`src/rtl/sdram_arbiter.sv`:
```
// Two-master arbiter for the single SDRAM controller port.
// The arbiter asks the owner to yield, and a burst in flight is never pre-empted.
module sdram_arbiter #(
  parameter int YIELD_TIMEOUT = 1024,
  parameter int HOLD_MIN      = 16
) (
  input  logic        i_Clk,
  input  logic        i_Rst_n,
  input  logic        i_Want_0,
  input  logic        i_Want_1,
  output logic        o_Requested_0,
  output logic        o_Requested_1,
  input  logic        i_Yield_0,
  input  logic        i_Yield_1,
  input  logic [1:0]  i_Command_0,
  input  logic [1:0]  i_Command_1,
  input  logic [21:0] i_Address_0,
  input  logic [21:0] i_Address_1,
  input  logic [31:0] i_Write_Data_0,
  input  logic [31:0] i_Write_Data_1,
  output logic [1:0]  o_Command,
  output logic [21:0] o_Data_Address,
  output logic [31:0] o_Data_Write,
  input  logic        i_Data_Read_Valid,
  input  logic        i_Data_Write_Done,
  output logic        o_Read_Valid_0,
  output logic        o_Read_Valid_1,
  output logic        o_Write_Done_0,
  output logic        o_Write_Done_1,
  output logic        o_Owner,
  output logic        o_Timeout
);

  localparam logic [1:0] CMD_IDLE = 2'd0;
  localparam int HW = $clog2(HOLD_MIN + 1);
  localparam int WW = $clog2(YIELD_TIMEOUT + 1);

  typedef enum logic [2:0] {
    OWN_0,
    ASK_0,
    SWITCH_TO_1,
    OWN_1,
    ASK_1,
    SWITCH_TO_0
  } state_t;

  state_t        state_q, state_d;
  logic [HW-1:0] hold_q, hold_d;
  logic [WW-1:0] wait_q, wait_d;
  logic          timeout_q, timeout_d;
  logic [21:0]   addr_q;
  logic [31:0]   data_q;

  logic          ownerSel;
  logic          isSwitch;
  logic          otherWant;
  logic          ownYield;
  logic [1:0]    ownCmd;
  logic [21:0]   ownAddr;
  logic [31:0]   ownData;

  // The grant stays with the old owner through its SWITCH dead cycle.
  always_comb begin
    ownerSel  = (state_q == OWN_1) || (state_q == ASK_1) || (state_q == SWITCH_TO_0);
    isSwitch  = (state_q == SWITCH_TO_0) || (state_q == SWITCH_TO_1);
    otherWant = ownerSel ? i_Want_0       : i_Want_1;
    ownYield  = ownerSel ? i_Yield_1      : i_Yield_0;
    ownCmd    = ownerSel ? i_Command_1    : i_Command_0;
    ownAddr   = ownerSel ? i_Address_1    : i_Address_0;
    ownData   = ownerSel ? i_Write_Data_1 : i_Write_Data_0;
  end

  always_comb begin
    state_d   = state_q;
    hold_d    = hold_q;
    wait_d    = wait_q;
    timeout_d = 1'b0;
    case (state_q)
      OWN_0, OWN_1: begin
        wait_d = '0;
        if (hold_q != '0) begin
          hold_d = hold_q - 1'b1;
        end else if (otherWant) begin
          state_d = (state_q == OWN_0) ? ASK_0 : ASK_1;
        end
      end
      ASK_0, ASK_1: begin
        // A yield counts only while the owner is idle; a timeout just pulses.
        if (ownYield && (ownCmd == CMD_IDLE)) begin
          state_d = (state_q == ASK_0) ? SWITCH_TO_1 : SWITCH_TO_0;
          wait_d  = '0;
        end else if (!otherWant) begin
          state_d = (state_q == ASK_0) ? OWN_0 : OWN_1;
          hold_d  = '0;
          wait_d  = '0;
        end else if (wait_q == WW'(YIELD_TIMEOUT - 1)) begin
          wait_d    = '0;
          timeout_d = 1'b1;
        end else begin
          wait_d = wait_q + 1'b1;
        end
      end
      SWITCH_TO_1: begin
        state_d = OWN_1;
        hold_d  = HW'(HOLD_MIN);
        wait_d  = '0;
      end
      SWITCH_TO_0: begin
        state_d = OWN_0;
        hold_d  = HW'(HOLD_MIN);
        wait_d  = '0;
      end
      default: state_d = OWN_1;
    endcase
  end

  // Reset is also applied here so the pass-through paths go quiet immediately.
  always_comb begin
    o_Owner        = ownerSel;
    o_Requested_0  = (state_q == ASK_0);
    o_Requested_1  = (state_q == ASK_1);
    o_Command      = CMD_IDLE;
    o_Data_Address = '0;
    o_Data_Write   = '0;
    o_Read_Valid_0 = 1'b0;
    o_Read_Valid_1 = 1'b0;
    o_Write_Done_0 = 1'b0;
    o_Write_Done_1 = 1'b0;
    if (i_Rst_n) begin
      if (isSwitch) begin
        o_Data_Address = addr_q;
        o_Data_Write   = data_q;
      end else begin
        o_Command      = ownCmd;
        o_Data_Address = ownAddr;
        o_Data_Write   = ownData;
      end
      o_Read_Valid_0 = i_Data_Read_Valid & ~isSwitch & ~ownerSel;
      o_Read_Valid_1 = i_Data_Read_Valid & ~isSwitch &  ownerSel;
      o_Write_Done_0 = i_Data_Write_Done & ~isSwitch & ~ownerSel;
      o_Write_Done_1 = i_Data_Write_Done & ~isSwitch &  ownerSel;
    end
  end

  assign o_Timeout = timeout_q;

  always_ff @(posedge i_Clk or negedge i_Rst_n) begin
    if (!i_Rst_n) begin
      state_q   <= OWN_1;
      hold_q    <= HW'(HOLD_MIN);
      wait_q    <= '0;
      timeout_q <= 1'b0;
      addr_q    <= '0;
      data_q    <= '0;
    end else begin
      state_q   <= state_d;
      hold_q    <= hold_d;
      wait_q    <= wait_d;
      timeout_q <= timeout_d;
      if (!isSwitch) begin
        addr_q <= ownAddr;
        data_q <= ownData;
      end
    end
  end

endmodule
```
`config.mk`:
```
export PLATFORM = sky130hd
export DESIGN_NAME = sdram_arbiter
export DESIGN_NICKNAME = d
export VERILOG_FILES = /design/src/rtl/sdram_arbiter.sv
export SDC_FILE = /design/constraint.sdc
export NUM_CORES = 1
export LEC_CHECK = 0
export CORE_MARGIN = 4
export CORE_UTILIZATION = 44
export CTS_BUF_LIST = sky130_fd_sc_hd__clkbuf_8
export DETAILED_ROUTE_END_ITERATION = 8
export PLACE_DENSITY = 0.83
export SYNTH_ARGS = -nofsm -noshare
export SYNTH_HDL_FRONTEND = slang
export SYNTH_SLANG_ARGS = --single-unit
```
`constraint.sdc`:
```
create_clock -name i_Clk -period 2.75 [get_ports i_Clk]
set_input_delay 0.4125 -clock i_Clk [delete_from_list [all_inputs] [get_ports i_Clk]]
set_output_delay 0.4125 -clock i_Clk [all_outputs]
set_load 0.01 [all_outputs]
```
## After elaboration in Yosys (flattened, before gate mapping)

Cells that the tools add are included.

| storage, ports and cells | value |
|---|---|
| input bits | 120 |
| word-level logic and storage cells | 78 |
| register bits | 74 |
| output and inout bits | 64 |

| cells by class | value |
|---|---|
| mux-type cells | 35 |
| add/subtract/negate cells | 2 |
| bitwise gates (word level) | 8 |
| equal/unequal tests | 12 |
| reduce and logical (&&, ||, !) cells | 15 |

Operators by type and width:

| operator | count |
|---|---|
| $mux 32 | 3 |
| $mux 22 | 3 |
| $mux 11 | 3 |
| $pmux 11 s2 | 1 |
| $mux 3 | 6 |
| $mux 5 | 3 |
| $pmux 5 s3 | 1 |
| $add 11x1->11 const B | 1 |
| $eq 11x10->1 const B | 1 |
| $mux 1 | 10 |
| $ne 2x2->1 const B | 5 |
| $pmux 3 s3 | 1 |
| $mux 2 | 4 |
| $and 1x1->1 | 6 |
| $eq 3x2->1 const B | 2 |
| $eq 3x3->1 const B | 2 |
| $reduce_or 2->1 | 3 |
| $reduce_bool 5->1 | 1 |
| $sub 5x1->5 const B | 1 |
| $reduce_and 4->1 | 1 |
| $reduce_or 4->1 | 1 |
| $eq 3x1->1 const B | 1 |
| $logic_not 3->1 | 1 |
| $logic_or 1x1->1 | 3 |
| other kinds (7) | 8 |

## Longest topological paths before layout

Gate-level depths: netlist of run 1.

| depth | value |
|---|---|
| depth after elaboration | 8 |
| gate-level depth with buffers | 9 |
| mapped depth without buffers | 8 |

## Least setup slack after synthesis of run 1

Ideal clock, no wire load.

| path | value |
|---|---|
| path type | register to output |
| from | register state_q[1] |
| to | output port o_Data_Address[14] |
| stages on the path, launching flop included | 9 |
| arrival time | 1.794 ns |
| buffers on the path | 3 |
| slack | 0.543 ns |
| path through | dfstp_2 buf_2 nand2b_4 nand2_2 buf_4 buf_4 mux2i_1 a21oi_1 and2_1 |

| on the way | value |
|---|---|
| cells in the longest elaborated chain, start to end | 6 |
| elaborated cells between the ends (all ways) | 10 |

Ends and longest elaborated chain:

| what | RTL line | text |
|---|---|---|
| start: declaration | 47 | `state_t state_q, state_d;` |
| start signal: assignment | 156 | `state_q <= state_d;` |
| $eq 3x2->1 / $eq 3x3->1 (equally long branches) | 64 | `ownerSel = (state_q == OWN_1) \|\| (state_q == ASK_1) \|\| (state_q == SWITCH_TO_0);` |
| $logic_or 1x1->1 | 64 |  |
| $logic_or 1x1->1 * | 64 |  |
| via o_Owner | 30 | `output logic o_Owner,` |
| $mux 22 * | 69 | `ownAddr = ownerSel ? i_Address_1 : i_Address_0;` |
| $mux 22 * | 130 | `if (isSwitch) begin` |
| $mux 22 * | 129 | `if (i_Rst_n) begin` |
| end: declaration | 22 | `output logic [21:0] o_Data_Address,` |

Mark *: on every way through the listed nets, which the timed path passes. The rest lies on a longest branch.

## Final worst setup path of run 1

| path | value |
|---|---|
| from | register state_q[1] |
| to | output port o_Data_Address[6] |

| on the way | value |
|---|---|
| cells in the longest elaborated chain, start to end | 6 |
| elaborated cells between the ends (all ways) | 10 |

Ends and longest elaborated chain:

| what | RTL line |
|---|---|
| $eq 3x2->1 / $eq 3x3->1 (equally long branches) | 64 |
| $logic_or 1x1->1 (2 in series) | 64 |
| $mux 22 | 69 |
| $mux 22 * | 130 |
| $mux 22 * | 129 |

Every way passes the cells marked *; elsewhere a longest branch is shown, timed or not.

==> results.md, run 1 <==
- Worst-path clk slew: about 0.08 ns
- Post-CTS Hold Buffers: 0
- GR Util All Layers: 0.202
- First-pass GRT wire length: about 19 mm
- Largest net degree at the start of global routing: 73
- H-tree depth: 3
- Power density over the cells: 1090 nW/um^2
- CTS root buf: clkbuf_8
- M1 GR Usage: 0.253
- Final wirelength: 13.1 mm
- Core area: 9330 sq um
- Fin. Hold Viols: 0
- Initial antenna violation count: 0
- Sequential-to-total area share from yosys stat: 0.436
- Crit-path cells: buf_12 > nand3b_4 > nand2_8 > clkbuf_16 > mux2i_1 > a21oi_1 > and2_1 > dlygate4sd2_1
- Layout cells sized above 1: 0.167
- Worst vdd rail ir drop: about 0.00051 V
- Crit path required time: about 2.3 ns
- Placer Congestion: slightly above 0.8
- Placement row count: 35
- Remaining antenna violation count: 0
- DR iter-0 viols: ~180
- Num ports: approximately 180
- Number of diodes: 0
- M3 GR Usage: 0.0413
- DP HPWL: 8.64 mm
- Most used routing layer: met2
- Finish-stage setup viols: 0
- Crit start category: flip-flop
- Unrepaired setup endpoints after global routing: yes
- Async set-reset flop share out of synthesis: 1.00
- WL/cell: approximately 17 um
- Max Clk Rate: approximately 370 MHz
- Status: finished, final reports clean
- Final period utilization: 0.996
- Mean area per synthesized cell: just over 9 sq um
- LEAKAGE: slightly above 3 nW
- Via density per instance: between 5 and 6
- Die width: ~110 um
- DRC viols: 0
- Synth Flop Type: dfrtp_1
- Number of max-cap violations: 0
- Netlist cell types: 49
- Area Overhead vs Synth: 61.9%
- Slew Viols, Final: 0
- Final Util: 0.739
- CP arrival: around 2.3 ns
- Number of CTS-inserted buffers: 9
- Synth Register Bits: 74
- Total congestion overflow: 0
- Non-Filler Instances: just under 800
- Yosys warns: 0
- Delay of the slowest cell on the worst path: roughly 0.58 ns
- Total power: around 0.0075 W
- Synthesized net count: about 590
- Worst Setup End Kind: output pin
- Buffers on Ports: roughly 180
- EDFF count, synth: 0
- Critical register-to-register path startpoint: state_q[1]$_DFFE_PN1P_
- # clock sinks: 74
- Nets: around 800
- Worst-skew pair later-pin latency: ~0.34 ns
- CTS tree: done
- Die height: roughly 110 um
- Synthesized instance count: roughly 460
- Crit path launch: state_q[1]$_DFFE_PN1P_
- Hold Crit Class: input pin to async pin
- Placed instance count: approximately 760
- Drt pass-1 iters: 4
- DIE AREA: roughly 11000 sq um
- Vias in the first global route: just under 4000
- Initial Util: 0.456
- Vias: roughly 4100
- Final min period: 2.74 ns
- Mapped Area: around 4300 sq um
- Slowest cell on the critical path: dfstp_2
- Setup TNS: 0 ns
- Worst hold slack: between 0.07 and 0.08 ns
- Clock buffer depth: 2
- Tightest Pin Transition: ~0.6 ns
- Setup CP Type: flip-flop to output pin
- GR Util met2: 0.363
- Clock Skews: around 0.016 ns
- Slew Limit Headroom: 0.599
- Crit Path Max Fanout: 14
-- worst paths after layout --
kind	endpoint	slack, ns	depth (start not counted)
hold reg to reg	addr_q[20]$_DFF_PN0_	0.52	2
max in group asynchronous	state_q[0]$_DFFE_PN1P_	2.39	2
hold / removal	hold_q[1]$_DFFE_PN0P_	0.07	2
setup reg to reg	wait_q[7]$_DFFE_PN0P_	0.19	10
setup / recovery	o_Data_Address[6]	0.01	8
min in group i_Clk	addr_q[20]$_DFF_PN0_	0.52	2
-- per-layer routing --
layer  vias to the layer above  wire [um]
met1                      1957       5380
met2                       133       6860
li1                       1970          -
met3                        12        772
met5                         -          0
met4                         0        133
-- worst max-delay path, delay by kind of cell, from the launching register on --
family                 cells  cell delay (ns)
AO/OA/AOI/OAI              1             0.11
buffers and inverters      3             0.61
flip-flops                 1             0.58
multiplexers               1             0.24
AND/OR/NAND/NOR            3             0.44
-- logic make-up after synthesis --
| logic type | share of synthesized area |
|---|---|
| adders and majority gates | 0.0118 |
| xor gates and xnor gates | 0.00824 |
| muxes | 0.129 |
| buffers and inverters | 0.0438 |
| and+or+nand+nor | 0.231 |
| DFF | 0.436 |
| AOI/OAI and AO/OA | 0.140 |
-- stage by stage --
stage	cell area, sq um	worst slack (ns)
after floorplan	4250	0.543
after global placement	6270	0.177
after detailed placement	6270	0.0887
after CTS	6520	-0.139
after global routing	6890	-0.136
final	6890	0.0103
-- Yosys cell counts (2+ instances only) --
| cell type | count | share of area |
|---|---|---|
| nor2_1 | 76 | 0.067 |
| dfrtp_1 | 71 | 0.42 |
| a21oi_1 | 63 | 0.074 |
| and2_1 | 58 | 0.085 |
| mux2i_1 | 55 | 0.13 |
| nand2_1 | 24 | 0.021 |
| buf_2 | 14 | 0.016 |
| clkbuf_1 | 10 | 0.0088 |
| inv_1 | 7 | 0.0062 |
| nand3_1 | 6 | 0.0071 |
| buf_4 | 5 | 0.0088 |
| a21o_1 | 4 | 0.0071 |
| ha_1 | 4 | 0.012 |
| o21ai_1 | 4 | 0.0047 |
| a211o_1 | 3 | 0.0062 |
| a21bo_1 | 3 | 0.0071 |
| dfstp_2 | 3 | 0.019 |
| nand2b_1 | 3 | 0.0044 |
| nor3_1 | 3 | 0.0035 |
| o21ai_0 | 3 | 0.0035 |
| o31a_1 | 3 | 0.0062 |
| xnor2_1 | 3 | 0.0062 |
| a32o_1 | 2 | 0.0047 |
| and3_1 | 2 | 0.0029 |
| and4_1 | 2 | 0.0041 |
| nand4_1 | 2 | 0.0029 |
| nor3b_1 | 2 | 0.0035 |
| nor4_1 | 2 | 0.0029 |
| nor4bb_1 | 2 | 0.0047 |
| o211ai_1 | 2 | 0.0035 |
| o2bb2ai_1 | 2 | 0.0041 |
| or2_2 | 2 | 0.0029 |
-- cell type report --
cell class / instances / area, sq um
inverter: 7 / 26.3
sequential: 74 / 1860
tap: 129 / 161
clock buffer: 9 / 124
clock inverter: 6 / 27.5
timing repair buffer: 213 / 2230
multi-input combinational: 350 / 2460
fill: 710 / 2440
-- cell usage in the layout (no fill, tap or decap), drive strengths merged, types with 4 or more instances in the layout --
cell type and n:
dfrtp 71, nor2 76, dlymetal6s2s 5, clkdlybuf4s15 20, nand2b 4, a21oi 63
clkdlybuf4s50 124, mux2i 55, dlygate4sd2 27, o21ai 7, nand2 25, buf 27
a21o 4, ha 4, clkbuf 19, inv 9, nand3 6, clkinv 4
and2 58
-- power by group --
| part | switching, W | internal, W | total [W] |
|---|---|---|---|
| clock | 0.000383 | 0.000310 | 0.000693 |
| sequential | 0.000189 | 0.00159 | 0.00177 |
| combinational | 0.00248 | 0.00254 | 0.00501 |
| total | 0.00305 | 0.00443 | 0.00748 |
-- state kept, by name, indices dropped and copies added (netlist names) --
name	cells
state_q	3
data_q	32
addr_q	22
o_Timeout	1
wait_q	11
hold_q	5
-- what timing repair did --
action	4_1_cts	5_1_grt
pin swaps	1	8
gates cloned	2	5
hold endpoints to repair	0	0
setup buffers	8	4
resized for setup	62	88
setup endpoints to repair	58	57
No activity file was read; power rests on OpenSTA's default activity.
==> inputs of run 2 (changes only) <==
--- a/config.mk
+++ b/config.mk
@@ -5,6 +5,7 @@
 export SDC_FILE = /design/constraint.sdc
 export NUM_CORES = 1
 export LEC_CHECK = 0
+export CAP_MARGIN = 30
 export CORE_MARGIN = 4
 export CORE_UTILIZATION = 44
 export CTS_BUF_LIST = sky130_fd_sc_hd__clkbuf_8
==> results of run 2 <==
No change in the layout: final DEF, timing and power equal those of run 1.
==> inputs of run 3 (changes only) <==
--- a/config.mk
+++ b/config.mk
@@ -7,10 +7,10 @@
 export LEC_CHECK = 0
 export CAP_MARGIN = 30
 export CORE_MARGIN = 4
-export CORE_UTILIZATION = 44
+export CORE_UTILIZATION = 40
 export CTS_BUF_LIST = sky130_fd_sc_hd__clkbuf_8
 export DETAILED_ROUTE_END_ITERATION = 8
-export PLACE_DENSITY = 0.83
+export PLACE_DENSITY = 0.8
 export SYNTH_ARGS = -nofsm -noshare
 export SYNTH_HDL_FRONTEND = slang
 export SYNTH_SLANG_ARGS = --single-unit
==> constraint.sdc (replaced) <==
create_clock -name i_Clk -period 2.2 [get_ports i_Clk]
set_input_delay 0.33 -clock i_Clk [delete_from_list [all_inputs] [get_ports i_Clk]]
set_output_delay 0.33 -clock i_Clk [all_outputs]
set_load 0.01 [all_outputs]
==> run 3 against run 2 <==
  * Largest cell class is now buffers
  * Global-route usage grew 7.9 points
  * Flip-flop and latch count unchanged
  * Design area grew 29%
  * Clock power is 92% higher
  * Register-to-register slack got worse by 0.60 ns
  * Setup slack worse by 0.52 ns
  * Sequential share of layout area is 6.1 points lower
  * Hold slack got worse by 0.042 ns
  * Die area is 9.2% higher
  * Utilization rose by 12 points
  * The flow now finishes with violations (setup timing)
  * Combinational power up 140%
==> results.md, run 3 (synthesis results as in run 1) <==
- Status: finished with violations
- Failing checks: setup timing
- Internal: 0.00956 W (+120%)
- Seq. cell area: 1860 sq um (unchanged)
- Worst r2r path cells: 12 (+2)
- Vias in the first global route: 5407 (+40%)
- Placement row count: 37 (+5.7%)
- Max reg flops: 32 (unchanged)
- Top flop regs: data_q (32), addr_q (22), wait_q (11)
- Clock buffer depth: 2 (unchanged)
- DP HPWL: 9.66 mm (+12%)
- DRC viols: 0 (unchanged)
- Final period utilization: 1.23
- CTS tree: done
- Nets: 929 (+19%)
- Drt pass-1 iters: 5 (+1)
- Slew Viols, Final: 0 (unchanged)
- Crit path required time: 1.87 ns (-0.47 ns)
- Crit start category: flip-flop
- Reg power frac: 0.147 (-0.090)
- Reg with most FFs: data_q
- Net Sw Power: 0.00596 W (+95%)
- Fill count: 488 (-31%)
- Number of max-cap violations: 0 (unchanged)
- Initial antenna violation count: 0 (unchanged)
- Commonest non-fill, non-tap cells in the layout: buf_4, clkdlybuf4s50_1, nor2_1, dfrtp_1, and2_1
- Area Overhead vs Synth: 109%
- Remaining antenna violation count: 0 (unchanged)
- Worst Setup End Kind: output pin
- Worst-skew pair later-pin latency: 0.36 ns (+0.02 ns)
- Buffers on Ports: 183 (unchanged)
- Hold Crit Class: input pin to async pin
- LEAKAGE: 3.99 nW (+30%)
- Clock power share: 0.086 (-0.007)
- Number of diodes: 0 (unchanged)
- Total congestion overflow: 0 (unchanged)
- Initial Util: 0.412 (-0.0440)
- GR Util All Layers: 0.281 (+0.0789)
- Footprint of the multi-input gates: 2980 sq um (+21%)
- Layout cells sized above 1: 0.485 (+0.318)
- Die height: 111 um (+4.5%)
- Largest net degree at the start of global routing: 47 (-36%)
- Unrepaired setup endpoints after global routing: yes
- WL/cell: 23.2 um (+39%)
- Setup CP Type: flip-flop to output pin
- Core area: 10300 sq um (+11%)
- Combinational fraction of design power: 0.767 (+0.097)
- CTS root buf: clkbuf_8
- # clock sinks: 74 (unchanged)
- Via density per instance: 5.63 (+9.0%)
- Final Util: 0.861 (+0.123)
- CP arrival: 2.37 ns (+0.04 ns)
- Finish-stage setup viols: 79 (+79)
- Fin. Hold Viols: 0 (unchanged)
- Most common cell after layout, fill and taps aside: buf_4
- Setup WS post-layout: -0.505 ns (-0.515 ns)
- Crit Path Max Fanout: 8 (-6)
- Worst vdd rail ir drop: 0.000901 V (+77%)
- DIE AREA: 12300 sq um (+9.2%)
- Clock Skews: 0.00827 ns (-0.00800 ns)
- Num ports: 184 (unchanged)
- Worst hold slack: 0.0321 ns (-0.0419 ns)
- Power density over the cells: 1740 nW/um^2 (+61%)
- Vias: 5329 (+31%)
- Slew Limit Headroom: 0.671 (+0.0718)
- Final min period: roughly 2.7 ns
- First-pass GRT wire length: 28.1 mm (+49%)
- DR iter-0 viols: 350 (+96%)
- Die width: 111 um (+4.5%)
- Tightest Pin Transition: 0.492 ns (-0.107 ns)
- H-tree depth: 3 (unchanged)
- Max Clk Rate: 370 MHz
- Net Sw Frac: 0.384 (-0.0238)
- Number of CTS-inserted buffers: 9 (unchanged)
- Worst-path clk slew: 0.08 ns (about the same)
- Final wirelength: 21.9 mm (+67%)
- Placer Congestion: 0.863 (+7.0%)
-- run 3: layout make-up --
type	instances	share of cell area
Clock buffer	10	0.0155
Clock inverter	6	0.0120
Inverter	7	0.00324
Multi-Input combinational cell	352	0.336
Sequential cell	74	0.209
Tap cell	136	0.0191
Timing Repair Buffer	361	0.406
-- run 3: metrics by stage --
| stage | area (sq um) | power, W | setup TNS [ns] | instances | setup WS [ns] |
|---|---|---|---|---|---|
| after floorplan | 4250 | 0.00541 | 0 | 462 | 0.0759 |
| after global placement | 6640 | 0.00799 | -13.96 | 810 | -0.295 |
| after detailed placement | 6640 | 0.00822 | -18.54 | 810 | -0.398 |
| after CTS | 7840 | 0.0122 | -19.68 | 903 | -0.384 |
| after global routing | 8890 | 0.0161 | -30.69 | 946 | -0.544 |
| final | 8890 | 0.0155 | -27.00 | 946 | -0.505 |
-- run 3: critical path, cell delays in order, from the launching register on --
cell      delay [ns]
dfstp_2         0.59
nand2b_4        0.16
nor2_2          0.05
a21oi_4         0.19
buf_4           0.19
buf_12          0.13
buf_16          0.12
nor2_1          0.07
a21oi_1         0.20
and2_1          0.17
buf_2           0.13
-- run 3: repair_timing --
action / in CTS / in global routing
gates resized for setup: 305 / 164
gates cloned: 12 / 7
setup buffers: 64 / 43
endpoints found under the setup margin: 74 / 84
hold buffers: 1 / 0
endpoints found under the hold margin: 8 / 0
pin swaps: 45 / 67
-- run 3: layer usage --
metal | up-vias | global-route usage | part of all wire
met1 | 2602 | 0.321 | 0.37
met5 | - | 0 | 0
met4 | 0 | 0.119 | 0.055
met3 | 120 | 0.0584 | 0.065
li1 | 2284 | - | -
met2 | 323 | 0.509 | 0.51
-- run 3: worst paths after layout --
kind,to,slack [ns],start
worst max-delay path,o_Data_Write[2],-0.50,state_q[1]$_DFFE_PN1P_
worst min-delay path,addr_q[15]$_DFF_PN0_,0.03,i_Rst_n
worst max register to register,wait_q[3]$_DFFE_PN0P_,-0.41,state_q[1]$_DFFE_PN1P_
worst min register to register,o_Timeout$_DFF_PN0_,0.48,wait_q[10]$_DFFE_PN0P_
max in group asynchronous,data_q[16]$_DFF_PN0_,1.28,i_Rst_n
min in group i_Clk,o_Timeout$_DFF_PN0_,0.48,wait_q[10]$_DFFE_PN0P_
-- run 3: power groups by stage --
stage / clock [W] / combinational [W] / sequential [W]
finish: 0.00133 / 0.0119 / 0.00228
global route: 0.00139 / 0.0124 / 0.00233
CTS: 0.00132 / 0.00867 / 0.00222
detailed placement: 0 / 0.00597 / 0.00225
global placement: 0 / 0.00578 / 0.00221
floorplan: 0 / 0.00325 / 0.00217
